**src/rtl/nonogram_stream_parser.sv**
```systemverilog
// Nonogram board stream parser: header/payload byte pairs in, line-header and option words out via a FIFO.
// Optional protocol checking (sticky proto_err, ERR state) is enabled by defining PARSER_PROTO_CHECK_EN.
module nonogram_stream_parser #(
  parameter int MAX_ROWS        = 11,
  parameter int MAX_COLS        = 11,
  parameter int MAX_NUM_OPTIONS = 84,
  parameter int OUT_DEPTH       = 4,
  localparam int OPT_W   = (MAX_ROWS > MAX_COLS) ? MAX_ROWS : MAX_COLS,
  localparam int N_LINES = MAX_ROWS + MAX_COLS,
  localparam int LINE_W  = $clog2(N_LINES),
  localparam int CNT_W   = $clog2(MAX_NUM_OPTIONS + 1),
  localparam int M_W     = $clog2(MAX_ROWS + 1),
  localparam int N_W     = $clog2(MAX_COLS + 1)
) (
  input  logic                     clk,
  input  logic                     rst_n,
  input  logic [7:0]               byte_in,
  input  logic                     valid_in,
  output logic                     ready_in,
  output logic [OPT_W-1:0]         out_data,
  output logic                     out_is_header,
  output logic                     out_valid,
  input  logic                     out_ready,
  output logic [N_LINES*CNT_W-1:0] options_per_line,
  output logic [M_W-1:0]           m,
  output logic [N_W-1:0]           n,
  output logic                     board_done,
  output logic                     first_read,
  output logic                     proto_err
);

  localparam int PTR_W     = $clog2(OUT_DEPTH);
  localparam int OPT_IDX_W = $clog2(OPT_W);
  localparam logic [7:0]        OPT_W_B    = 8'(OPT_W);
  localparam logic [CNT_W-1:0]  CNT_MAX    = CNT_W'(MAX_NUM_OPTIONS);
  localparam logic [LINE_W-1:0] LAST_LINE  = LINE_W'(N_LINES - 1);

  localparam logic [2:0] S_IDLE  = 3'd0;
  localparam logic [2:0] S_DIM   = 3'd1;
  localparam logic [2:0] S_BOARD = 3'd2;
  localparam logic [2:0] S_LINE  = 3'd3;

  localparam logic [2:0] F_SB  = 3'b111;
  localparam logic [2:0] F_SL  = 3'b110;
  localparam logic [2:0] F_AND = 3'b101;
  localparam logic [2:0] F_OR  = 3'b010;
  localparam logic [2:0] F_EL  = 3'b001;
  localparam logic [2:0] F_EB  = 3'b000;

  logic              phase_q, phase_d;
  logic [2:0]        flag_q, flag_d;
  logic [2:0]        state_q, state_d;
  logic [LINE_W-1:0] line_idx_q, line_idx_d;
  logic [OPT_W-1:0]  opt_q, opt_d;
  logic [CNT_W-1:0]  cnt_q [N_LINES];
  logic [CNT_W-1:0]  cnt_d [N_LINES];
  logic [M_W-1:0]    m_q, m_d;
  logic [N_W-1:0]    n_q, n_d;
  logic              board_done_q, board_done_d;
  logic              first_read_q, first_read_d;
  logic              first_pend_q, first_pend_d;
  logic [PTR_W:0]    wr_ptr_q, wr_ptr_d, rd_ptr_q, rd_ptr_d;
  logic [OPT_W:0]    fifo_mem [OUT_DEPTH];
  logic [OPT_W:0]    head, push_word;
  logic              accept, pay_acc, pop, push, full, empty;
  logic [7:0]        and_idx, line_len;
  logic [CNT_W-1:0]  cur_cnt;
  logic              err, drop;

  assign full     = (wr_ptr_q[PTR_W] != rd_ptr_q[PTR_W]) &&
                    (wr_ptr_q[PTR_W-1:0] == rd_ptr_q[PTR_W-1:0]);
  assign empty    = (wr_ptr_q == rd_ptr_q);
  assign ready_in = !full;
  assign accept   = valid_in && ready_in;
  assign pay_acc  = accept && phase_q;
  assign out_valid = !empty;
  assign pop      = out_valid && out_ready;
  assign head     = fifo_mem[rd_ptr_q[PTR_W-1:0]];
  // Gate with out_valid so stale FIFO contents never show as data (and reset drives 0).
  assign out_data      = out_valid ? head[OPT_W-1:0] : '0;
  assign out_is_header = out_valid && head[OPT_W];

  assign and_idx  = {1'b0, byte_in[7:1]};
  // Rows come first in line order; row lines span n cells, column lines span m.
  assign line_len = (line_idx_q < LINE_W'(m_q)) ? 8'(n_q) : 8'(m_q);
  assign cur_cnt  = cnt_q[line_idx_q];

`ifdef PARSER_PROTO_CHECK_EN
  localparam logic [2:0] S_ERR      = 3'd4;
  localparam logic [7:0] MAX_ROWS_B = 8'(MAX_ROWS);
  localparam logic [7:0] MAX_COLS_B = 8'(MAX_COLS);
  logic proto_err_q, proto_err_d;

  always_comb begin
    err  = 1'b0;
    drop = (state_q == S_ERR) && (flag_q != F_SB);
    if (!drop) begin
      unique case (flag_q)
        F_SB:        err = (byte_in == 8'd0) ||
                           (byte_in > ((state_q == S_DIM) ? MAX_ROWS_B : MAX_COLS_B));
        F_SL:        err = (state_q != S_BOARD) ||
                           ((LINE_W+1)'(line_idx_q) >= (LINE_W+1)'(m_q) + (LINE_W+1)'(n_q));
        F_AND:       err = (state_q != S_LINE) || (and_idx >= line_len);
        F_OR, F_EL:  err = (state_q != S_LINE) || (cur_cnt == CNT_MAX);
        F_EB:        err = (state_q != S_BOARD);
        default:     err = 1'b0;
      endcase
    end
  end

  always_ff @(posedge clk or negedge rst_n) begin
    if (!rst_n) proto_err_q <= 1'b0;
    else        proto_err_q <= proto_err_d;
  end
  assign proto_err = proto_err_q;
`else
  assign err       = 1'b0;
  assign drop      = 1'b0;
  assign proto_err = 1'b0;
`endif

  always_comb begin
    // NOTE: every _d gets its hold value first so no path through this block infers a latch.
    phase_d      = phase_q;
    flag_d       = flag_q;
    state_d      = state_q;
    line_idx_d   = line_idx_q;
    opt_d        = opt_q;
    cnt_d        = cnt_q;
    m_d          = m_q;
    n_d          = n_q;
    first_pend_d = first_pend_q;
    board_done_d = 1'b0;
    first_read_d = 1'b0;
    push         = 1'b0;
    push_word    = '0;
`ifdef PARSER_PROTO_CHECK_EN
    proto_err_d  = proto_err_q;
    if (pay_acc && err) begin
      state_d     = S_ERR;
      proto_err_d = 1'b1;
    end
`endif
    if (accept) phase_d = !phase_q;
    if (accept && !phase_q) flag_d = byte_in[7:5];

    if (pay_acc && !err && !drop) begin
      unique case (flag_q)
        F_SB: begin
          line_idx_d   = '0;
          opt_d        = '0;
          cnt_d        = '{default: '0};
          first_pend_d = 1'b1;
`ifdef PARSER_PROTO_CHECK_EN
          proto_err_d  = 1'b0;
`endif
          if (state_q == S_DIM) begin
            m_d     = byte_in[M_W-1:0];
            state_d = S_BOARD;
          end else begin
            n_d     = byte_in[N_W-1:0];
            state_d = S_DIM;
          end
        end
        F_SL: begin
          push               = 1'b1;
          push_word          = {1'b1, OPT_W'(line_idx_q)};
          opt_d              = '0;
          cnt_d[line_idx_q]  = '0;
          state_d            = S_LINE;
        end
        F_AND: begin
          if (and_idx < line_len && and_idx < OPT_W_B)
            opt_d[and_idx[OPT_IDX_W-1:0]] = byte_in[0];
        end
        F_OR, F_EL: begin
          push      = 1'b1;
          push_word = {1'b0, opt_q};
          opt_d     = '0;
          if (cur_cnt != CNT_MAX) cnt_d[line_idx_q] = cur_cnt + 1'b1;
          if (first_pend_q) begin
            first_read_d = 1'b1;
            first_pend_d = 1'b0;
          end
          if (flag_q == F_EL) begin
            line_idx_d = (line_idx_q == LAST_LINE) ? '0 : line_idx_q + 1'b1;
            state_d    = S_BOARD;
          end
        end
        F_EB: begin
          state_d      = S_IDLE;
          board_done_d = 1'b1;
        end
        default: ;
      endcase
    end

    wr_ptr_d = wr_ptr_q + (PTR_W+1)'(push);
    rd_ptr_d = rd_ptr_q + (PTR_W+1)'(pop);
  end

  // NOTE: the FIFO storage has no reset; pointers define validity and out_data is gated.
  always_ff @(posedge clk) begin
    if (push) fifo_mem[wr_ptr_q[PTR_W-1:0]] <= push_word;
  end

  // NOTE: sequential state is updated only with non-blocking assignments.
  always_ff @(posedge clk or negedge rst_n) begin
    if (!rst_n) begin
      phase_q      <= 1'b0;
      flag_q       <= '0;
      state_q      <= S_IDLE;
      line_idx_q   <= '0;
      opt_q        <= '0;
      cnt_q        <= '{default: '0};
      m_q          <= '0;
      n_q          <= '0;
      board_done_q <= 1'b0;
      first_read_q <= 1'b0;
      first_pend_q <= 1'b0;
      wr_ptr_q     <= '0;
      rd_ptr_q     <= '0;
    end else begin
      phase_q      <= phase_d;
      flag_q       <= flag_d;
      state_q      <= state_d;
      line_idx_q   <= line_idx_d;
      opt_q        <= opt_d;
      cnt_q        <= cnt_d;
      m_q          <= m_d;
      n_q          <= n_d;
      board_done_q <= board_done_d;
      first_read_q <= first_read_d;
      first_pend_q <= first_pend_d;
      wr_ptr_q     <= wr_ptr_d;
      rd_ptr_q     <= rd_ptr_d;
    end
  end

  for (genvar i = 0; i < N_LINES; i++) begin : g_opl
    assign options_per_line[i*CNT_W +: CNT_W] = cnt_q[i];
  end

  assign m          = m_q;
  assign n          = n_q;
  assign board_done = board_done_q;
  assign first_read = first_read_q;

endmodule
```
**config.mk**
```make
export PLATFORM = sky130hd
export DESIGN_NAME = nonogram_stream_parser
export DESIGN_NICKNAME = d
export VERILOG_FILES = /design/src/rtl/nonogram_stream_parser.sv
export SDC_FILE = /design/constraint.sdc
export NUM_CORES = 1
export LEC_CHECK = 0
export CORE_AREA = 3 3 163 165
export DETAILED_ROUTE_END_ITERATION = 10
export DIE_AREA = 0 0 166 168
export GPL_ROUTABILITY_DRIVEN = 0
export PLACE_DENSITY = 0.81
export SLEW_MARGIN = 20
export SYNTH_ARGS = -nofsm -noshare
export SYNTH_HDL_FRONTEND = slang
export SYNTH_SLANG_ARGS = --single-unit
```
**constraint.sdc**
```tcl
create_clock -name clk -period 4.3 [get_ports clk]
set_input_delay 0.86 -clock clk [delete_from_list [all_inputs] [get_ports clk]]
set_output_delay 0.86 -clock clk [all_outputs]
set_load 0.02 [all_outputs]
```
==> impl_metrics.tcl <==
set metrics [dict create \
    fin_util_pct 61.1 \
    finalSetupViolations 0 \
    place_hpwl_um 27200 \
    post_cts_resized 0 \
    fillers 1933 \
    die_h_um 168 \
    r2r_cells 12 \
    start_kind "register" \
    crit_fanout 21 \
    synth-seq-area-share_pct 51.0 \
    rsz0062_at_grt "no" \
    leakage_uw 0.00648 \
    yosys_most_used_dff "dfrtp_1" \
    placed_area_um2 14600 \
    grt_first_pass_wirelength_um 60000 \
    die-area_um2 27900 \
    synthArstFlopShare_pct 80.1 \
    syn_area_um2 12300 \
    min_period_ps 3950 \
    reg2reg_from "line_idx_q[3]$_DFFE_PN0P_" \
    grt_pass1_vias 10019 \
    slew_headroom_pct 33.1 \
    wl_um 38900 \
    area_growth_pct 25.2 \
    yosysWarnings 0 \
    hp-class "in -> async" \
    grt_usage_pct 27.1 \
    startpoint "line_idx_q[3]$_DFFE_PN0P_" \
    grt_remaining_overflow 0 \
    ys_types 82 \
    finClkSkew_ps 17.9 \
    fmax_ghz 0.253 \
    drt_pass1_iterations 6 \
    slew_viol_final 0 \
    critPathRequiredTime_ps 4760 \
    cts_hold_buf 0 \
    drtIter0Drc 1194 \
    vias_per_cell 6.47 \
    cts_sinks 241 \
    postSynthAreaPerCell_um2 11.8 \
    ios 191 \
    tightest_slew_ps 996 \
    clkLatencyLatePin_ps 540 \
    num_rows 58 \
    power.density_nw_per_um2 491 \
    cts_tree "done" \
    grt_max_degree 103 \
    avgRoutedWirePerCell_um 24.8 \
    final_cell_area_um2 15400 \
    cts_buffers 26 \
    htree_levels 1 \
    ir_drop_uv 315 \
    diodes 0 \
    synthesis.nets 1073 \
    worst-setup-path-type "reg -> reg" \
    maxCapViolCount 0 \
    core-area_um2 25200 \
    start_util_pct 48.8 \
    layout-drive-gt1-share_pct 12.8 \
    hold_viol 0 \
    portBuffers 189 \
    period_share_pct 91.9 \
    endpoint_kind "register" \
    layout_common_cells "192 x dfrtp_1, 188 x clkdlybuf4s50_1, 120 x nand2_1" \
    clock_path_buffers 3 \
    post-cts-setup-buffers 0 \
    drc 0 \
    synth_edf_count 48 \
    mostFrequentLayoutCell "dfrtp_1" \
    clockRootBuffer "clkbuf_16" \
    clk_pin_slew_ps 60 \
    ant_nets 0 \
    antenna_found_initial 0 \
    finalNetCount 1247 \
    synthCells 1045 \
    synth.ff_latch_count 241 \
    hold_ws_ps 446 \
    crit_arrival_ps 4410 \
    dieWidth_um 166 \
    vias 10138 \
    fin_tns_setup_ps 0 \
    outcome "completed" \
]
final cells by class:
cell class	count	area (um2)	share of cell area, %
Sequential cell	241	6270	40.8
Multi-Input combinational cell	700	5540	36.0
Timing Repair Buffer	231	2260	14.7
Clock buffer	34	711	4.62
Tap cell	330	413	2.68
Clock inverter	12	124	0.804
Inverter	19	71.3	0.463
Yosys cell counts (all sizes together) (15+ instances only):
library cell	count	share of area [%]
a21oi	17	0.78
a22o	26	1.9
and2	15	0.76
buf	42	2.3
clkbuf	43	1.3
dfrtp	193	39
edfxtp	48	12
ha	16	1.6
inv	18	0.55
mux2	18	1.6
mux2i	114	9.3
mux4	27	4.9
nand2	121	3.7
nand3	24	1.0
nor2	28	0.85
nor2b	20	1.0
nor3	18	0.85
o211ai	17	1.1
o21ai	36	1.5
o22ai	15	0.81
o2bb2ai	18	1.3
o311ai	16	1.3
o31ai	23	1.4
report_power, final:
part / internal, uW / switching (uW)
clock: 1280 / 920
sequential: 2500 / 168
combinational: 1040 / 1660
total: 4820 / 2740
path summary, 6_finish.rpt:
path / endpoint / slack (ps)
setup / recovery: options_per_line[119]$_DFFE_PN0P_ / 350
hold / removal: options_per_line[24]$_DFFE_PN0P_ / 450
setup reg to reg: options_per_line[119]$_DFFE_PN0P_ / 350
hold reg to reg: first_pend_q$_DFFE_PN0P_ / 470
max in group asynchronous: options_per_line[28]$_DFFE_PN0P_ / 2920
min in group clk: first_pend_q$_DFFE_PN0P_ / 470
registers in the layout (all words and copies together), names as in the netlist:
name / count
flag_q: 3
options_per_line: 154
state_q: 2
opt_q: 11
phase_q: 1
rd_ptr_q: 3
first_read: 1
m: 4
first_pend_q: 1
line_idx_q: 5
board_done: 1
n: 4
fifo_mem: 48
wr_ptr_q: 3
worst max-delay path: stages, from the launching register on:
cell       delay, ps
dfrtp_1          610
nor3_1           740
a22oi_1          200
a21o_1           200
o2111ai_1        180
inv_1             90
ha_1             190
and2_1           140
nand4_2          130
nor4b_4           80
buf_4            230
nor3_1           780
a22o_1           290
cells by family after synthesis:
kind of cell / Yosys count / share of synthesized area, %
compound gates: 221 / 14.0
xor+xnor: 13 / 0.926
simple gates: 290 / 12.3
other cells: 1 / 0.0305
fa+ha+maj: 16 / 1.63
mux: 159 / 15.9
buf+inv: 104 / 4.19
flops: 241 / 51.0
metal layers:
metal | wire, um | up-vias | global-route usage [%]
met1 | 15400 | 5036 | 37.5
met4 | 1520 | 0 | 9.91
met2 | 17800 | 700 | 42.3
met5 | 0 | - | 0
met3 | 4160 | 120 | 5.99
li1 | - | 4282 | -
stage by stage:
step / instances / setup WS, ps / power, uW
after floorplan: 1045 / 40.6 / 4340
after global placement: 1521 / 494 / 5290
after detailed placement: 1521 / 485 / 5360
after CTS: 1567 / 445 / 7550
after global routing: 1567 / 118 / 7850
final: 1567 / 349 / 7560
(Power assumes the default switching activity.)
